### src/rtl/rgb_cmd_pkg.sv
// rgb_cmd_pkg: shared types and constants for the LED-colour command
// transmitter (rgb_cmd_tx) and its frame builder (rgb_cmd_frame).
//   tx_state_e  : transmitter FSM state (IDLE, SEND, ECHO)
//   ASCII_*     : frame byte values
//   ECHO_OFFSET : amount the remote board adds to every byte it echoes
//   COLOR_MAX   : highest legal colour code
package rgb_cmd_pkg;

  typedef enum logic [1:0] {
    IDLE = 2'd0,
    SEND = 2'd1,
    ECHO = 2'd2
  } tx_state_e;

  localparam logic [7:0] ASCII_ZERO  = 8'h30;
  localparam logic [7:0] ASCII_CR    = 8'h0D;
  localparam logic [7:0] ASCII_LF    = 8'h0A;
  localparam logic [7:0] ECHO_OFFSET = 8'd3;
  localparam logic [2:0] COLOR_MAX   = 3'd6;

endpackage

### src/rtl/rgb_cmd_frame.sv
// rgb_cmd_frame: latches the colour of an accepted command and presents the
// frame byte selected by idx, plus a flag marking the last byte of the frame.
// Frame = ASCII digit, optionally followed by CR LF.
// Ports:
//   hw_clk, resetn : clock, asynchronous active-low reset
//   load           : capture color this cycle
//   color[2:0]     : colour code to capture (0-6)
//   idx[1:0]       : byte index within the frame
//   frame_byte[7:0]: byte at idx
//   frame_last     : idx addresses the final byte of the frame
module rgb_cmd_frame
  import rgb_cmd_pkg::*;
#(
  parameter bit APPEND_CRLF = 1'b1
) (
  input  logic       hw_clk,
  input  logic       resetn,
  input  logic       load,
  input  logic [2:0] color,
  input  logic [1:0] idx,
  output logic [7:0] frame_byte,
  output logic       frame_last
);

  logic [2:0] color_q;

  always_ff @(posedge hw_clk or negedge resetn) begin
    if (!resetn) begin
      color_q <= 3'd0;
    end else if (load) begin
      color_q <= color;
    end
  end

  always_comb begin
    frame_byte = 8'h00;
    case (idx)
      2'd0:    frame_byte = ASCII_ZERO + {5'd0, color_q};
      2'd1:    frame_byte = ASCII_CR;
      2'd2:    frame_byte = ASCII_LF;
      default: frame_byte = 8'h00;
    endcase
  end

  assign frame_last = APPEND_CRLF ? (idx == 2'd2) : (idx == 2'd0);

endmodule

### src/rtl/rgb_cmd_tx.sv
// rgb_cmd_tx: sends a colour command ('0'..'6' [+ CR LF]) through the register
// port of a simpleuart and, when RGB_CMD_TX_ECHO_CHECK_EN is defined, checks
// the remote board's echo (every byte + 3) with a per-byte timeout.
// Configuration macro: RGB_CMD_TX_ECHO_CHECK_EN (undefined: no echo check,
// echo_ok pulses right after the last byte is written, re/echo_err tied low).
// Ports:
//   hw_clk, resetn          : clock, asynchronous active-low reset
//   cmd_valid/cmd_ready     : command handshake; a command transfers on a
//                             cycle where both are high (ready only in IDLE,
//                             valid is ignored elsewhere, no queueing)
//   cmd_color[2:0]          : colour 0-6; 7 is rejected with a cmd_err pulse
//   cmd_err, busy           : illegal-colour pulse, FSM not in IDLE
//   reg_dat_we/di/wait      : UART write; a byte transfers when we && !wait
//   reg_dat_re/do           : UART read pop / read data (bit 31 = empty)
//   echo_ok, echo_err       : per-command result pulses
//   dbg_state[1:0]          : current FSM state
module rgb_cmd_tx
  import rgb_cmd_pkg::*;
#(
  parameter bit          APPEND_CRLF  = 1'b1,
  parameter logic [23:0] ECHO_TIMEOUT = 24'd120000
) (
  input  logic        hw_clk,
  input  logic        resetn,
  input  logic        cmd_valid,
  input  logic [2:0]  cmd_color,
  output logic        cmd_ready,
  output logic        cmd_err,
  output logic        busy,
  output logic        reg_dat_we,
  output logic [31:0] reg_dat_di,
  input  logic        reg_dat_wait,
  output logic        reg_dat_re,
  input  logic [31:0] reg_dat_do,
  output logic        echo_ok,
  output logic        echo_err,
  output logic [1:0]  dbg_state
);

  tx_state_e  state;
  logic [1:0] idx;
  logic       frame_load;
  logic [7:0] frame_byte;
  logic       frame_last;

  assign frame_load = (state == IDLE) && cmd_valid && (cmd_color <= COLOR_MAX);

  rgb_cmd_frame #(
    .APPEND_CRLF (APPEND_CRLF)
  ) u_frame (
    .hw_clk     (hw_clk),
    .resetn     (resetn),
    .load       (frame_load),
    .color      (cmd_color),
    .idx        (idx),
    .frame_byte (frame_byte),
    .frame_last (frame_last)
  );

  assign cmd_ready  = (state == IDLE);
  assign busy       = (state != IDLE);
  assign dbg_state  = state;
  // Data bus is zero whenever no write is offered, so it is 0 out of reset.
  assign reg_dat_di = reg_dat_we ? {24'd0, frame_byte} : 32'd0;

`ifdef RGB_CMD_TX_ECHO_CHECK_EN
  logic [23:0] echo_timer;
  logic [1:0]  echo_hold;   // cycles left to ignore reg_dat_do after a pop
  logic        echo_fail;
  logic        byte_bad;
  logic        unused_do;

  assign byte_bad  = (reg_dat_do[7:0] != (frame_byte + ECHO_OFFSET));
  assign unused_do = ^reg_dat_do[30:8];
`else
  logic unused_do;
  assign unused_do  = ^{reg_dat_do, ECHO_TIMEOUT};
  assign reg_dat_re = 1'b0;
  assign echo_err   = 1'b0;
`endif

  always_ff @(posedge hw_clk or negedge resetn) begin
    if (!resetn) begin
      state      <= IDLE;
      idx        <= 2'd0;
      reg_dat_we <= 1'b0;
      cmd_err    <= 1'b0;
      echo_ok    <= 1'b0;
`ifdef RGB_CMD_TX_ECHO_CHECK_EN
      reg_dat_re <= 1'b0;
      echo_err   <= 1'b0;
      echo_timer <= 24'd0;
      echo_hold  <= 2'd0;
      echo_fail  <= 1'b0;
`endif
    end else begin
      cmd_err <= 1'b0;
      echo_ok <= 1'b0;
`ifdef RGB_CMD_TX_ECHO_CHECK_EN
      reg_dat_re <= 1'b0;
      echo_err   <= 1'b0;
`endif
      case (state)
        IDLE: begin
          if (cmd_valid) begin
            if (cmd_color > COLOR_MAX) begin
              cmd_err <= 1'b1;
            end else begin
              idx        <= 2'd0;
              reg_dat_we <= 1'b1;
              state      <= SEND;
            end
          end
        end

        SEND: begin
          if (reg_dat_we) begin
            if (!reg_dat_wait) begin
              // Byte taken: we stays low for one cycle before the next byte.
              reg_dat_we <= 1'b0;
              if (frame_last) begin
`ifdef RGB_CMD_TX_ECHO_CHECK_EN
                idx        <= 2'd0;
                echo_timer <= 24'd0;
                echo_hold  <= 2'd0;
                echo_fail  <= 1'b0;
                state      <= ECHO;
`else
                echo_ok <= 1'b1;
                state   <= IDLE;
`endif
              end else begin
                idx <= idx + 2'd1;
              end
            end
          end else begin
            reg_dat_we <= 1'b1;
          end
        end

`ifdef RGB_CMD_TX_ECHO_CHECK_EN
        ECHO: begin
          if (echo_hold != 2'd0) begin
            echo_hold <= echo_hold - 2'd1;
          end
          if ((echo_hold == 2'd0) && !reg_dat_do[31]) begin
            // Pop the byte; the UART needs a cycle to clear its valid flag,
            // so the following cycle's reg_dat_do is stale and skipped.
            reg_dat_re <= 1'b1;
            echo_hold  <= 2'd2;
            echo_timer <= 24'd0;
            if (frame_last) begin
              state <= IDLE;
              if (echo_fail || byte_bad) begin
                echo_err <= 1'b1;
              end else begin
                echo_ok <= 1'b1;
              end
            end else begin
              idx       <= idx + 2'd1;
              echo_fail <= echo_fail | byte_bad;
            end
          end else if (({1'b0, echo_timer} + 25'd1) >= {1'b0, ECHO_TIMEOUT}) begin
            // No reply in time: give up without touching the receive buffer.
            echo_err <= 1'b1;
            state    <= IDLE;
          end else if (echo_timer != 24'hFF_FFFF) begin
            echo_timer <= echo_timer + 24'd1;
          end
        end
`endif

        default: begin
          reg_dat_we <= 1'b0;
          state      <= IDLE;
        end
      endcase
    end
  end

endmodule

### config.mk
export PLATFORM = sky130hd
export DESIGN_NAME = rgb_cmd_tx
export DESIGN_NICKNAME = d
export VERILOG_FILES = /design/src/rtl/rgb_cmd_pkg.sv /design/src/rtl/rgb_cmd_frame.sv /design/src/rtl/rgb_cmd_tx.sv
export SDC_FILE = /design/constraint.sdc
export NUM_CORES = 1
export LEC_CHECK = 0
export ABC_CLOCK_PERIOD_IN_PS = 1610
export BUFFER_PORTS_ARGS = -buffer_cell sky130_fd_sc_hd__buf_4
export CAP_MARGIN = 15
export CORE_ASPECT_RATIO = 1.25
export CORE_MARGIN = 10
export CORE_UTILIZATION = 33
export CTS_CLUSTER_DIAMETER = 150
export DETAILED_ROUTE_END_ITERATION = 8
export PLACE_DENSITY = 0.79
export SYNTH_ARGS = -nofsm -noshare
export SYNTH_HDL_FRONTEND = slang
export SYNTH_SLANG_ARGS = --single-unit
### constraint.sdc
create_clock -name hw_clk -period 1.61 [get_ports hw_clk]
set_clock_uncertainty 0.1 [all_clocks]
set_input_delay 0.322 -clock hw_clk [delete_from_list [all_inputs] [get_ports hw_clk]]
set_output_delay 0.322 -clock hw_clk [all_outputs]
set_load 0.02 [all_outputs]
After elaboration in Yosys (flattened, before gate mapping)

Cells that the tools add are included.

Word-level logic and storage cells: 54
Bits in registers: 10
Output and inout port bits: 41

Multiplexer cells: 26
Add/subtract/negate cells: 2
Equal/unequal tests: 9
Reductions and logical operators: 9
Magnitude comparators: 2

Operators with widths:

| cell                | number |
|---|---|
| $pmux 8 s3          | 1 |
| $mux 2              | 10 |
| $ne 2x2->1 const B  | 6 |
| $mux 1              | 11 |
| $mux 8              | 1 |
| $pmux 2 s2          | 2 |
| $add 6x3->7 const A | 1 |
| $reduce_and 6->1    | 1 |
| $reduce_and 5->1    | 1 |
| $eq 2x1->1 const B  | 2 |
| $logic_not 2->1     | 2 |
| $reduce_bool 2->1   | 2 |
| $gt 3x3->1 const B  | 1 |
| $le 3x3->1 const B  | 1 |
| $add 2x1->2 const B | 1 |
| $eq 2x2->1 const B  | 1 |
| $logic_and 1x1->1   | 2 |
| $pmux 1 s2          | 1 |
| $reduce_and 2->1    | 1 |

Logic depth before layout (Yosys ltp)

Depth after elaboration: 5
Depth in mapped cells: 5
Mapped depth without buffers: 5

By module

From an unflattened synthesis, not the netlist that was laid out.

Cell total of the unflattened synthesis: 82
Area, all modules: 757.0 µm²

By module, submodules not included:

| module        | times used | area an instance (µm²) | cells each | seq. area each (µm²) |
|---|---|---|---|---|
| rgb_cmd_tx    | 1          | 536.8                  | 61         | 150.1 |
| rgb_cmd_frame | 1          | 220.2                  | 21         | 75.1 |

Worst setup path after synthesis

No wires, ideal clock.

Kind: register -> output
Start: register idx[1]
End: output reg_dat_di[0]
Path slack: -0.012 ns
Buffers on the path: 0
Stages on the path, launching flop included: 6
Arrival time: 1.200 ns
Cells stage by stage: dfrtp_1 > inv_1 > ha_1 > and2b_2 > nand2_1 > a21oi_1

Cells in the longest elaborated chain, start to end: 3
Elaborated cells between the ends (all ways): 5

Ends and longest elaborated chain:

| what                               | line                | source |
|---|---|---|
| from (decl)                        | rgb_cmd_tx.sv:41    | `logic [1:0] idx;` |
| from (signal assigned)             | rgb_cmd_tx.sv:133   | `idx <= idx + 2'd1;` |
| $eq 2x2->1 (tied with other cells) | rgb_cmd_frame.sv:37 | `case (idx)` |
| $pmux 8 s3 (*)                     | rgb_cmd_frame.sv:37 |  |
| $mux 8 (*)                         | rgb_cmd_tx.sv:64    | `assign reg_dat_di = reg_dat_we ? {24'd0, frame_byte} : 32'd0;` |
| to (decl)                          | rgb_cmd_tx.sv:31    | `output logic [31:0] reg_dat_di,` |

Every way passes the cells marked *; elsewhere a longest branch is shown, timed or not.

Worst setup path after layout

Start: register idx[0]
End: output reg_dat_di[5]

The elaborated chain is that of the path after synthesis.

==> metrics.yaml <==
final-hold-violation-count: 0
portBuffers: 18
grt_pass1_vias: 635
h-tree-depth: 1
slew_viol_final: 0
worstPathRequired_ns: 1.19
cts_root_buf: "clkbuf_4"
rows: 18
ys_warn_count: 0
wl_per_cell_um: 14.1
ys_seq_area_share_pct: 31.9
setup_viol: 8
overflow: 0
area_delta_synth_final_pct: 24.3
clockBufferDepth: 2
clock_latency_ns: 0.26
numCtsBuffers: 3
finalCritPeriodShare_pct: 112
path_buf_inv: 4
crit_top_cell: "buf_4"
start_kind: "flip-flop"
worstRegToRegCells: 7
max_clock_freq_ghz: 0.557
final_cell_mix: "conb_1, buf_4, dfrtp_1"
cpLargestDelayFamily: "buffers and inverters"
worstPathCellList: "inv_2 > ha_4 > buf_4 > buf_4 > and2_4 > buf_6"
vias: 546
hp-class: "input pin to flip-flop"
dp_cells: 118
drv_cap: 0
r2r-end: "idx[0]"
power_density_mw_per_mm2: 2000
status: "finished with violations"
grt_max_degree: 11
first_pass_iters: 3
core_mm2: 0.00200
setup.worst_path.class: "flip-flop to primary output"
ant_nets: 0
die_h_um: 71.7
die_area_mm2: 0.00440
netlist_area_um2: 706
nNetsFinal: 149
drt-initial-drc-count: 5
fin_ws_ns: -0.186
cts_tree: "yes"
ys_types: 19
cpMaxStageDelayCell: "dfrtp_1"
r2r_setup_slack_ns: -0.09
path_depth: 6
vdd_drop_max_mv: 0.920
route.detailed.drc: 0
layout-drive-gt1-share_pct: 40.2
numClockSinks: 9
synthesis.instances: 79
endpoint: "reg_dat_di[5]"
place.gp.congestion: 0.769
crit_fanout: 3
totalPowerFinal_uw: 1750
wirelength_mm: 1.79
antenna_found_initial: 0
grt_usage_pct: 7.96
ios: 80
slowest_delay_ns: 0.36
startpoint: "idx[0]"
violations: "setup timing"
syn_area_per_cell_um2: 8.93
num-fill-cells: 209
p_leak_uw: 0.000464
dpl.hpwl_mm: 1.42
arrival_ns: 1.37
rsz0062_at_grt: "yes"
antennaDiodeCount: 0
die_x_um: 61.4
path_clk_slew_ns: 0.06
drt-vias-per-instance: 4.30
ys_ff_latch: 9
reg2reg_from: "idx[0]"
endpoint_kind: "primary output"
start_util_pct: 35.2
final_cells: 127
fin_crit_ns: 1.80
grt_pass1_wl_mm: 2.72
layout_commonest_cell: "conb_1"
-- kinds of logic (layout without fill, tap and decap cells) --
family / Yosys count / in the layout / share of synthesized area (%)
DFF: 9 / 9 / 31.9
adders and majority gates: 2 / 2 / 3.55
buffers and inverters: 37 / 37 / 36.2
and+or+nand+nor: 17 / 17 / 15.6
AOI/OAI and AO/OA: 13 / 13 / 12.2
other: 1 / 29 / 0.531
-- how the worst min path moves through the flow --
stage                                    end  cells past startpoint  slack (ns)    startpoint
after floorplan                      cmd_err                      0       -0.07        resetn
after global placement                idx[1]                      1        0.05        resetn
after detailed placement              idx[0]                      1        0.05        resetn
after CTS                 u_frame.color_q[1]                      2        0.20  cmd_color[1]
after global routing      u_frame.color_q[0]                      2        0.20  cmd_color[0]
final                     u_frame.color_q[0]                      2        0.20  cmd_color[0]
-- sequential cells by signal (all words and copies together) (netlist names) --
| register | count |
|---|---|
| echo_ok | 1 |
| cmd_err | 1 |
| reg_dat_we | 1 |
| dbg_state | 1 |
| u_frame.color_q | 3 |
| idx | 2 |
-- layout make-up --
class,instances,area (µm²),share of cell area (%)
Inverter,6,22.5,2.57
Clock buffer,4,26.3,3.00
Multi-Input combinational cell,61,358,40.8
Timing Repair Buffer,27,220,25.1
Tap cell,20,25.0,2.85
Sequential cell,9,225,25.7
-- worst reg2reg max path: stages, from the launching register on --
cell	delay [ns]
dfrtp_1	0.36
inv_2	0.06
buf_4	0.13
buf_4	0.13
ha_1	0.21
nand4bb_1	0.28
o211ai_1	0.18
o211ai_1	0.12
-- synth_stat cells --
cell type / instances / area (µm²)
or3_1: 2 / 12.5
dfrtp_1: 9 / 225
and2b_2: 1 / 8.76
and2_1: 2 / 12.5
nand2b_4: 1 / 13.8
inv_2: 2 / 7.51
o211ai_1: 4 / 30.0
nor2b_2: 1 / 8.76
ha_1: 2 / 25.0
buf_4: 31 / 233
nor2_1: 2 / 7.51
conb_1: 1 / 3.75
nor3_2: 1 / 10.0
inv_1: 4 / 15.0
nand4bb_1: 1 / 11.3
a21oi_1: 6 / 30.0
o22a_1: 3 / 26.3
nand2_1: 4 / 15.0
nand3_1: 2 / 10.0
-- what timing repair did --
action,CTS,global route
gates resized for setup,11,0
hold buffers,1,0
endpoints found under the hold margin,9,0
setup endpoints to repair,6,8
pin swaps,5,2
setup buffers,2,2
-- power breakdown --
group          total, µW  internal [µW]  switching [µW]
registers            397            314            82.4
logic               1180            563             620
clock network        173           95.4            77.2
-- routing by layer --
| layer | track usage [%] | wire length (µm) | part of all wire [%] |
|---|---|---|---|
| met3 | 2.29 | 133 | 7.4 |
| met2 | 16.2 | 1050 | 58 |
| met4 | 2.99 | 0 | 0 |
| met1 | 6.66 | 612 | 34 |
| met5 | 0 | 0 | 0 |
-- metrics by stage --
stage / utilization (%) / hold WS (ns) / instance area, µm² / setup WS (ns) / setup TNS [ns]
after detailed placement: 38.7 / 0.0536 / 776 / 0.0198 / 0
after floorplan: - / -0.0736 / 818 / 0.0928 / 0
after global routing: 43.8 / 0.200 / 877 / -0.267 / -1.67
after CTS: 43.0 / 0.196 / 862 / -0.173 / -0.640
after global placement: 38.7 / 0.0490 / 776 / 0.0296 / 0
final: 43.8 / 0.205 / 877 / -0.186 / -1.05
Power figures use the tool's default switching activity.
